<file path="config.mk">
export PLATFORM = sky130hd
export DESIGN_NAME = w_stage
export DESIGN_NICKNAME = d
export VERILOG_FILES = /design/src/rtl/w_stage_pkg.sv /design/src/rtl/w_regfile.sv /design/src/rtl/w_stage.sv
export SDC_FILE = /design/constraint.sdc
export NUM_CORES = 2
export LEC_CHECK = 0
export ABC_AREA = 0
export CAP_MARGIN = 20
export CORE_UTILIZATION = 58
export CTS_BUF_LIST = sky130_fd_sc_hd__clkbuf_2
export DETAILED_ROUTE_END_ITERATION = 10
export PLACE_DENSITY = 0.78
export SYNTH_ARGS = -nofsm -noshare
export SYNTH_HDL_FRONTEND = slang
export SYNTH_SLANG_ARGS = --single-unit
export TNS_END_PERCENT = 20
</file>
<file path="constraint.sdc">
create_clock -name clk -period 5.1 [get_ports clk]
set_input_delay 1.02 -clock clk [delete_from_list [all_inputs] [get_ports clk]]
set_output_delay 1.02 -clock clk [all_outputs]
set_load 0.02 [all_outputs]
</file>
<file path="src/rtl/w_stage_pkg.sv">
// Shared widths and debug-FSM state encoding for the writeback stage.
package w_stage_pkg;
  localparam int XLEN      = 32;
  localparam int REG_COUNT = 32;
  localparam int REG_SEL_W = 5;
  localparam int INSTRET_W = 64;

  typedef enum logic [1:0] {
    ST_RUN  = 2'd0,
    ST_HALT = 2'd1,
    ST_STEP = 2'd2
  } state_t;
endpackage

</file>
<file path="src/rtl/w_regfile.sv">
// Integer register file: two combinational read ports, one write port, x0 hardwired to zero.
module w_regfile
  import w_stage_pkg::*;
(
  input  logic                 clk,
  input  logic                 rst_n,
  input  logic                 i_we,
  input  logic [REG_SEL_W-1:0] i_waddr,
  input  logic [XLEN-1:0]      i_wdata,
  input  logic [REG_SEL_W-1:0] i_raddr1,
  input  logic [REG_SEL_W-1:0] i_raddr2,
  output logic [XLEN-1:0]      o_rdata1,
  output logic [XLEN-1:0]      o_rdata2
);

  logic [XLEN-1:0] r_regs [REG_COUNT];

  // NOTE: the array is reset because architectural state must clear on reset;
  // this rules out a RAM macro, so the file is built from flops.
  always_ff @(posedge clk or negedge rst_n) begin
    if (!rst_n) begin
      for (int i = 0; i < REG_COUNT; i++) r_regs[i] <= '0;
    end else if (i_we && (i_waddr != '0)) begin
      r_regs[i_waddr] <= i_wdata;
    end
  end

  assign o_rdata1 = (i_raddr1 == '0) ? '0 : r_regs[i_raddr1];
  assign o_rdata2 = (i_raddr2 == '0) ? '0 : r_regs[i_raddr2];

endmodule

</file>
<file path="src/rtl/w_stage.sv">
// Writeback stage: commits results to the register file, counts retired instructions
// and runs the RUN/HALT/STEP debug FSM. Define WB_BYPASS_EN for same-cycle read bypass.
module w_stage
  import w_stage_pkg::*;
(
  input  logic                 clk,
  input  logic                 rst_n,
  input  logic                 c_ready,
  input  logic [XLEN-1:0]      cw_pc,
  input  logic [REG_SEL_W-1:0] cw_write_sel,
  input  logic [XLEN-1:0]      cw_result,
  input  logic                 cw_is_wb,
  output logic                 w_ready,
  input  logic [REG_SEL_W-1:0] rs1_sel,
  input  logic [REG_SEL_W-1:0] rs2_sel,
  output logic [XLEN-1:0]      rs1_data,
  output logic [XLEN-1:0]      rs2_data,
  input  logic                 halt_req,
  input  logic                 step_req,
  input  logic                 resume_req,
  output logic                 halted,
  output logic [INSTRET_W-1:0] instret,
  output logic [XLEN-1:0]      last_pc
);

  state_t                r_state;
  state_t                w_next_state;
  logic [INSTRET_W-1:0]  r_instret;
  logic [XLEN-1:0]       r_last_pc;
  logic                  w_we;
  logic [XLEN-1:0]       w_rf_rd1;
  logic [XLEN-1:0]       w_rf_rd2;

  // A commit is accepted whenever c_ready is high, even in HALT: the bundle is already in flight.
  assign w_we = c_ready && cw_is_wb;

  w_regfile u_regfile (
    .clk      (clk),
    .rst_n    (rst_n),
    .i_we     (w_we),
    .i_waddr  (cw_write_sel),
    .i_wdata  (cw_result),
    .i_raddr1 (rs1_sel),
    .i_raddr2 (rs2_sel),
    .o_rdata1 (w_rf_rd1),
    .o_rdata2 (w_rf_rd2)
  );

  // NOTE: sequential state uses non-blocking assignments so every flop samples pre-edge values.
  always_ff @(posedge clk or negedge rst_n) begin
    if (!rst_n) begin
      r_state   <= ST_RUN;
      r_instret <= '0;
      r_last_pc <= '0;
    end else begin
      r_state <= w_next_state;
      if (c_ready) begin
        r_instret <= r_instret + INSTRET_W'(1);
        r_last_pc <= cw_pc;
      end
    end
  end

  // NOTE: next state defaults to the current state first, so no path leaves it unassigned (no latch).
  always_comb begin
    w_next_state = r_state;
    unique case (r_state)
      ST_RUN:  if (halt_req) w_next_state = ST_HALT;
      ST_HALT: begin
        if (resume_req)    w_next_state = ST_RUN;
        else if (step_req) w_next_state = ST_STEP;
      end
      ST_STEP: w_next_state = ST_HALT;
      default: w_next_state = ST_RUN;
    endcase
  end

  assign w_ready = (r_state != ST_HALT);
  assign halted  = (r_state == ST_HALT);
  assign instret = r_instret;
  assign last_pc = r_last_pc;

`ifdef WB_BYPASS_EN
  logic w_hit1;
  logic w_hit2;
  assign w_hit1   = w_we && (cw_write_sel != '0) && (rs1_sel == cw_write_sel);
  assign w_hit2   = w_we && (cw_write_sel != '0) && (rs2_sel == cw_write_sel);
  assign rs1_data = w_hit1 ? cw_result : w_rf_rd1;
  assign rs2_data = w_hit2 ? cw_result : w_rf_rd2;
`else
  assign rs1_data = w_rf_rd1;
  assign rs2_data = w_rf_rd2;
`endif

endmodule

</file>
## After elaboration in Yosys (flattened, before gate mapping)

Index checks and enable logic that the tools add are counted.

| storage, ports and cells | value |
|---|---|
| register bits | 1122 |
| word-level logic and storage cells | 71 |
| output and inout port bits | 162 |

| operators by class | value |
|---|---|
| order comparisons | 4 |
| equal/unequal tests | 5 |
| bitwise gates (word level) | 3 |
| multiplexer cells | 15 |
| add/sub/neg operators | 1 |
| reductions and logical operators | 8 |

Operators by type and width:

| operator | count |
|---|---|
| 1024-bit bitwise mux | 1 |
| 32-bit binary-select mux with 5-bit select | 2 |
| 32-bit two-way mux | 7 |
| 32-bit demux with 5-bit select | 1 |
| 64-bit by 1-bit adder with 64-bit output (second input constant) | 1 |
| 6-bit greater-or-equal comparator (second input constant) | 3 |
| 5-bit inverter with 6-bit output | 3 |
| 5-bit zero test | 2 |
| 6-bit by 1-bit less-than comparator with 1-bit output (second input constant) | 1 |
| 2-bit two-way mux | 3 |
| 2-bit case mux with 3 select lines | 1 |
| 5-bit nonzero test | 1 |
| 1-bit logical AND | 3 |
| 3-bit inequality test (second input constant) | 1 |
| 2-bit by 1-bit == test with 1-bit output (second input constant) | 1 |
| 2-bit == test (second input constant) | 1 |
| 2-bit zero test | 1 |
| 2-bit by 1-bit inequality test with 1-bit output (second input constant) | 1 |
| 2-bit inequality test (second input constant) | 1 |
| 2-bit AND reduction | 1 |

## Depth between registers and ports, before layout

| logic depth | value |
|---|---|
| word-level depth | 6 |
| gate-level depth with buffers | 8 |
| mapped depth without buffers | 6 |

## Modules after synthesis

Synthesis repeated with hierarchy kept, for this count alone.

| second synthesis, totals | value |
|---|---|
| cell total of the unflattened synthesis | 3987 |
| area, all modules | 58743.8 sq um |

Modules (own cells, without submodules):

| module | area each (sq um) | seq. area each (sq um) | instances | cells each |
|---|---|---|---|---|
| w_regfile | 54369.6 | 25624.6 | 1 | 3621 |
| w_stage | 4374.2 | 2452.4 | 1 | 366 |

## Worst setup path after synthesis

OpenSTA, ideal clock, no wires.

| path | value |
|---|---|
| path kind | input port to output port |
| start | input rs2_sel[1] |
| end | output rs2_data[10] |
| setup slack | 1494 ps |
| data arrival time | 2586 ps |
| buffers on the path | 4 |
| stages on the path | 7 |
| cell sequence | buf_2 buf_6 buf_6 buf_6 mux4_2 a221oi_1 a21oi_1 |

| between the ends | value |
|---|---|
| word-level cells in the longest chain between the ends | 5 |

Ends and longest elaborated chain:

| what | line | RTL |
|---|---|---|
| from (decl) | w_stage.sv:15 | `input logic [REG_SEL_W-1:0] rs2_sel,` |
| 5-bit inverter with 6-bit output (not written as such) | w_regfile.sv:29 | `assign o_rdata2 = (i_raddr2 == '0) ? '0 : r_regs[i_raddr2];` |
| 32-bit binary-select mux with 5-bit select | w_regfile.sv:29 |  |
| 32-bit two-way mux (not written as such) (2 in series) | w_regfile.sv:29 |  |
| 32-bit two-way mux * | w_regfile.sv:29 |  |
| to (decl) | w_stage.sv:17 | `output logic [XLEN-1:0] rs2_data,` |

Mark *: on every way between the ends. The rest lies on a longest branch, timed or not. The select of a mux whose other input is x is not followed.

## Worst setup path after layout

| path | value |
|---|---|
| start | register u_regfile.r_regs[134] (netlist bit) |
| end | output rs2_data[6] |

| between the ends | value |
|---|---|
| word-level cells in the longest chain between the ends | 4 |

Ends and longest elaborated chain:

| what | line | RTL |
|---|---|---|
| from (decl) | w_regfile.sv:16 | `logic [XLEN-1:0] r_regs [REG_COUNT];` |
| from (signal, indexed assignment) | w_regfile.sv:24 | `r_regs[i_waddr] <= i_wdata;` |
| 32-bit binary-select mux with 5-bit select | w_regfile.sv:29 |  |
| 32-bit two-way mux (not written as such) (2 in series) | w_regfile.sv:29 |  |
| 32-bit two-way mux | w_regfile.sv:29 |  |

No other way between the ends. The select of a mux whose other input is x is not followed.

==> metrics.md <==
| Metric | Value |
|---|---|
| Post-synth EDFFs | 0 |
| Primary FF master, synth | dfrtp_1 |
| Yosys warnings | 0 |
| Number of buffers created by CTS | 312 |
| Critical path type | flop to primary output |
| Drc violations | 0 |
| Share of layout cells above drive strength 1 | 54.73% |
| Post-synthesis async set-or-reset flop share | 100.0% |
| Post-Syn Area | 58640 um^2 |
| Mapped Cells | 3782 |
| Critical path cell sequence | mux4_2 > mux2i_1 > nor2_1 > a221oi_1 > a21oi_1 > clkdlybuf4s50_1 |
| Rel. slew slack | 24.93% |
| Pins Over Slew Limit | 0 |
| Worst Setup SP | u_regfile.r_regs[134]$_DFFE_PN0P_ |
| Outcome | finished, final reports clean |
| CP endpoint | rs2_data[6] |
| CTS tree | yes |
| Setup Skew | 0.09011 ns |
| Critical R2R Capture | instret[60]$_DFFE_PN0P_ |
| Vias/cell | 6.809 |
| Clk buf depth | 4 |
| Levels on crit path | 6 |
| Worst Setup Start Kind | flop |
| Vias post-DR | 38.13k |
| Top cell family by delay on the critical path | multiplexers |
| Worst-path clk slew | 0.09 ns |
| CP max FO | 3 |
| VDD IR max | 0.1297 mV |
| Mapped Nets | 3869 |
| # clock sinks | 1122 |
| Setup Buffers After CTS | 0 |
| Gr usage total | 33.71% |
| Die Wd | 320.0 um |
| Hold Path Class | input port to flop |
| # resized after CTS | 0 |
| Pleak | 29.80 nW |
| DP Wirelength | 100400 um |
| Most frequent cells in the layout | mux2_2 (1132), dfrtp_1 (1122), mux4_2 (512) |
| CP Buf/Inv Count | 1 |
| Reg power frac | 51.6% |
| Worst R2R Start | instret[1]$_DFFE_PN0P_ |
| Placer Congestion | 0.8243 |
| Final hold violations | 0 |
| Most common cell after layout, fill and taps aside | mux2_2 |
| Final period util | 94.48% |
| Drt total wl | 168400 um |
| Later-pin clock latency in the skew report | 1.48 ns |
| Pint | 14.70 mW |
| Switching Share | 29.83% |
| Hold path start | cw_pc[2] |
| RSZ-0062 raised after global routing | false |
| Seq cells post-synth | 1122 |
| Final nets | 4220 |
| Crit. End Element | primary output |
| Logic gate share of total power | 19.9% |
| Max-cap violations | 0 |
| Largest net degree at the start of global routing | 115 |
| Mean routed wirelength per cell | 30.07 um |
| Site Rows | 116 |
| H-tree depth | 5 |
| Min cycle time layout | 4.818 ns |
| Final setup vio count | 0 |
| Initial antenna violation count | 7 |
| Vias in the first global route | 40.32k |
| Initial Util | 58.55% |
| Switching pwr | 6.249 mW |
| Peak per-stage delay on the critical path | 0.57 ns |
| I/O pins | 248 |
| CTS Hold Bufs | 32 |
| Core ar. | 100100 um^2 |
| Layout area overhead | 11.92% |
| Slowest CP cell | clkdlybuf4s50_1 |
| 1st-pass router iterations | 5 |
| Fmax | 207.5 MHz |
| I/O Buffers | 247 |
| Global-route wire length before repair | 255300 um |
| Post-synthesis average cell area | 15.50 um^2 |
| Critical Path AT | 3.80 ns |
| Netlist cell types | 44 |
| Power per standard cell area | 319.2 nW/um^2 |
| ANT nets after route | 0 |
| Worst EP required | 4.08 ns |
| Sequential area share after synthesis | 47.88% |
| Die height | 320.0 um |
| Worst r2r path cells | 6 |
| Die area | 102400 um^2 |
| GR Overflow Total | 0 |
| CTS Root Cell | clkbuf_2 |
| R2R Setup Slk | 2.72 ns |
| Slew at the pin with the worst max-slew slack | 1.123 ns |
| Layout Utilization | 65.53% |
| Final setup TNS | 0 ns |
| Clock power share | 28.5% |
| First-iteration detailed-routing DRC count | 3437 |
==> kinds of logic after synthesis <==
family / synth area share, %
fa+ha+maj: 0.02133
flops: 47.88
compound gates: 2.473
xor+xnor: 0.9410
mux: 42.90
buf+inv: 3.440
simple gates: 2.343
==> power by group through the flow <==
stage / sequential, mW / clock, mW / combinational [mW]
3_3_place_gp: 10.9 / 0 / 4.03
6_report: 10.8 / 5.97 / 4.16
5_1_grt: 11.0 / 6.63 / 4.42
3_5_place_dp: 11.0 / 0 / 4.14
4_1_cts: 10.8 / 6.12 / 4.17
2_1_floorplan: 10.7 / 0 / 2.92
==> worst min path at each step <==
stage                                              end  cells past startpoint
floorplan                       r_state[0]$_DFFE_PN0P_                      1
global route                    last_pc[2]$_DFFE_PN0P_                      2
detailed placement  u_regfile.r_regs[1002]$_DFFE_PN0P_                      0
CTS                             last_pc[2]$_DFFE_PN0P_                      2
finish                          last_pc[2]$_DFFE_PN0P_                      2
global placement    u_regfile.r_regs[1012]$_DFFE_PN0P_                      0
==> per-stage QoR <==
| stage | area [um^2] | std cells | hold slack, ns | power (mW) | setup slack [ns] |
|---|---|---|---|---|---|
| detailed placement | 62850 | 5082 | 0.3820 | 15.09 | 0.4110 |
| global route | 65630 | 5600 | 0.09361 | 22.00 | 0.05895 |
| global placement | 62850 | 5082 | 0.3763 | 14.89 | 0.3864 |
| floorplan | 58640 | 3782 | 0.4207 | 13.66 | 1.494 |
| finish | 65630 | 5600 | 0.1976 | 20.95 | 0.2815 |
| CTS | 65560 | 5596 | 0.004196 | 21.06 | 0.1038 |
==> sequential cells by signal, indices dropped and copies added, names as in the netlist <==
signal / cells
u_regfile.r_regs: 1024
last_pc: 32
instret: 64
r_state: 2
==> layer usage <==
layer | vias up | GRT usage [%] | part of all wire, %
li1 | 15410 | - | -
met1 | 20320 | 44.21 | 38
met2 | 1917 | 52.49 | 48
met3 | 482 | 8.872 | 9.2
met4 | 10 | 16.51 | 4.9
met5 | - | 0 | 0.041
==> cell usage after synthesis (all sizes together) (3+ instances only) <==
cell type / n / share of area (%)
a21oi: 64 / 0.55
a221oi: 64 / 0.96
and2: 4 / 0.043
and3: 7 / 0.075
buf: 198 / 2.0
clkbuf: 220 / 1.4
dfrtp: 1122 / 48
inv: 9 / 0.058
mux2: 1153 / 22
mux2i: 64 / 1.1
mux4: 512 / 20
nand2: 41 / 0.27
nand2b: 4 / 0.043
nand3: 18 / 0.15
nand3b: 3 / 0.038
nand4: 19 / 0.30
nor2: 105 / 0.69
nor2b: 4 / 0.043
nor3: 15 / 0.14
nor3b: 4 / 0.051
nor4: 10 / 0.29
o221ai: 64 / 0.96
or2: 4 / 0.043
xnor2: 33 / 0.49
xor2: 30 / 0.45
==> final cells by class <==
class | count | area [um^2]
Fill cell | 7173 | 34520
Multi-Input combinational cell | 2233 | 28720
Sequential cell | 1122 | 28080
Timing Repair Buffer | 455 | 4777
Clock buffer | 430 | 2152
Tap cell | 1298 | 1624
Clock inverter | 52 | 237.7
Inverter | 9 | 33.78
Antenna cell | 1 | 2.502
Note: power is estimated with default switching activity, not from simulation.
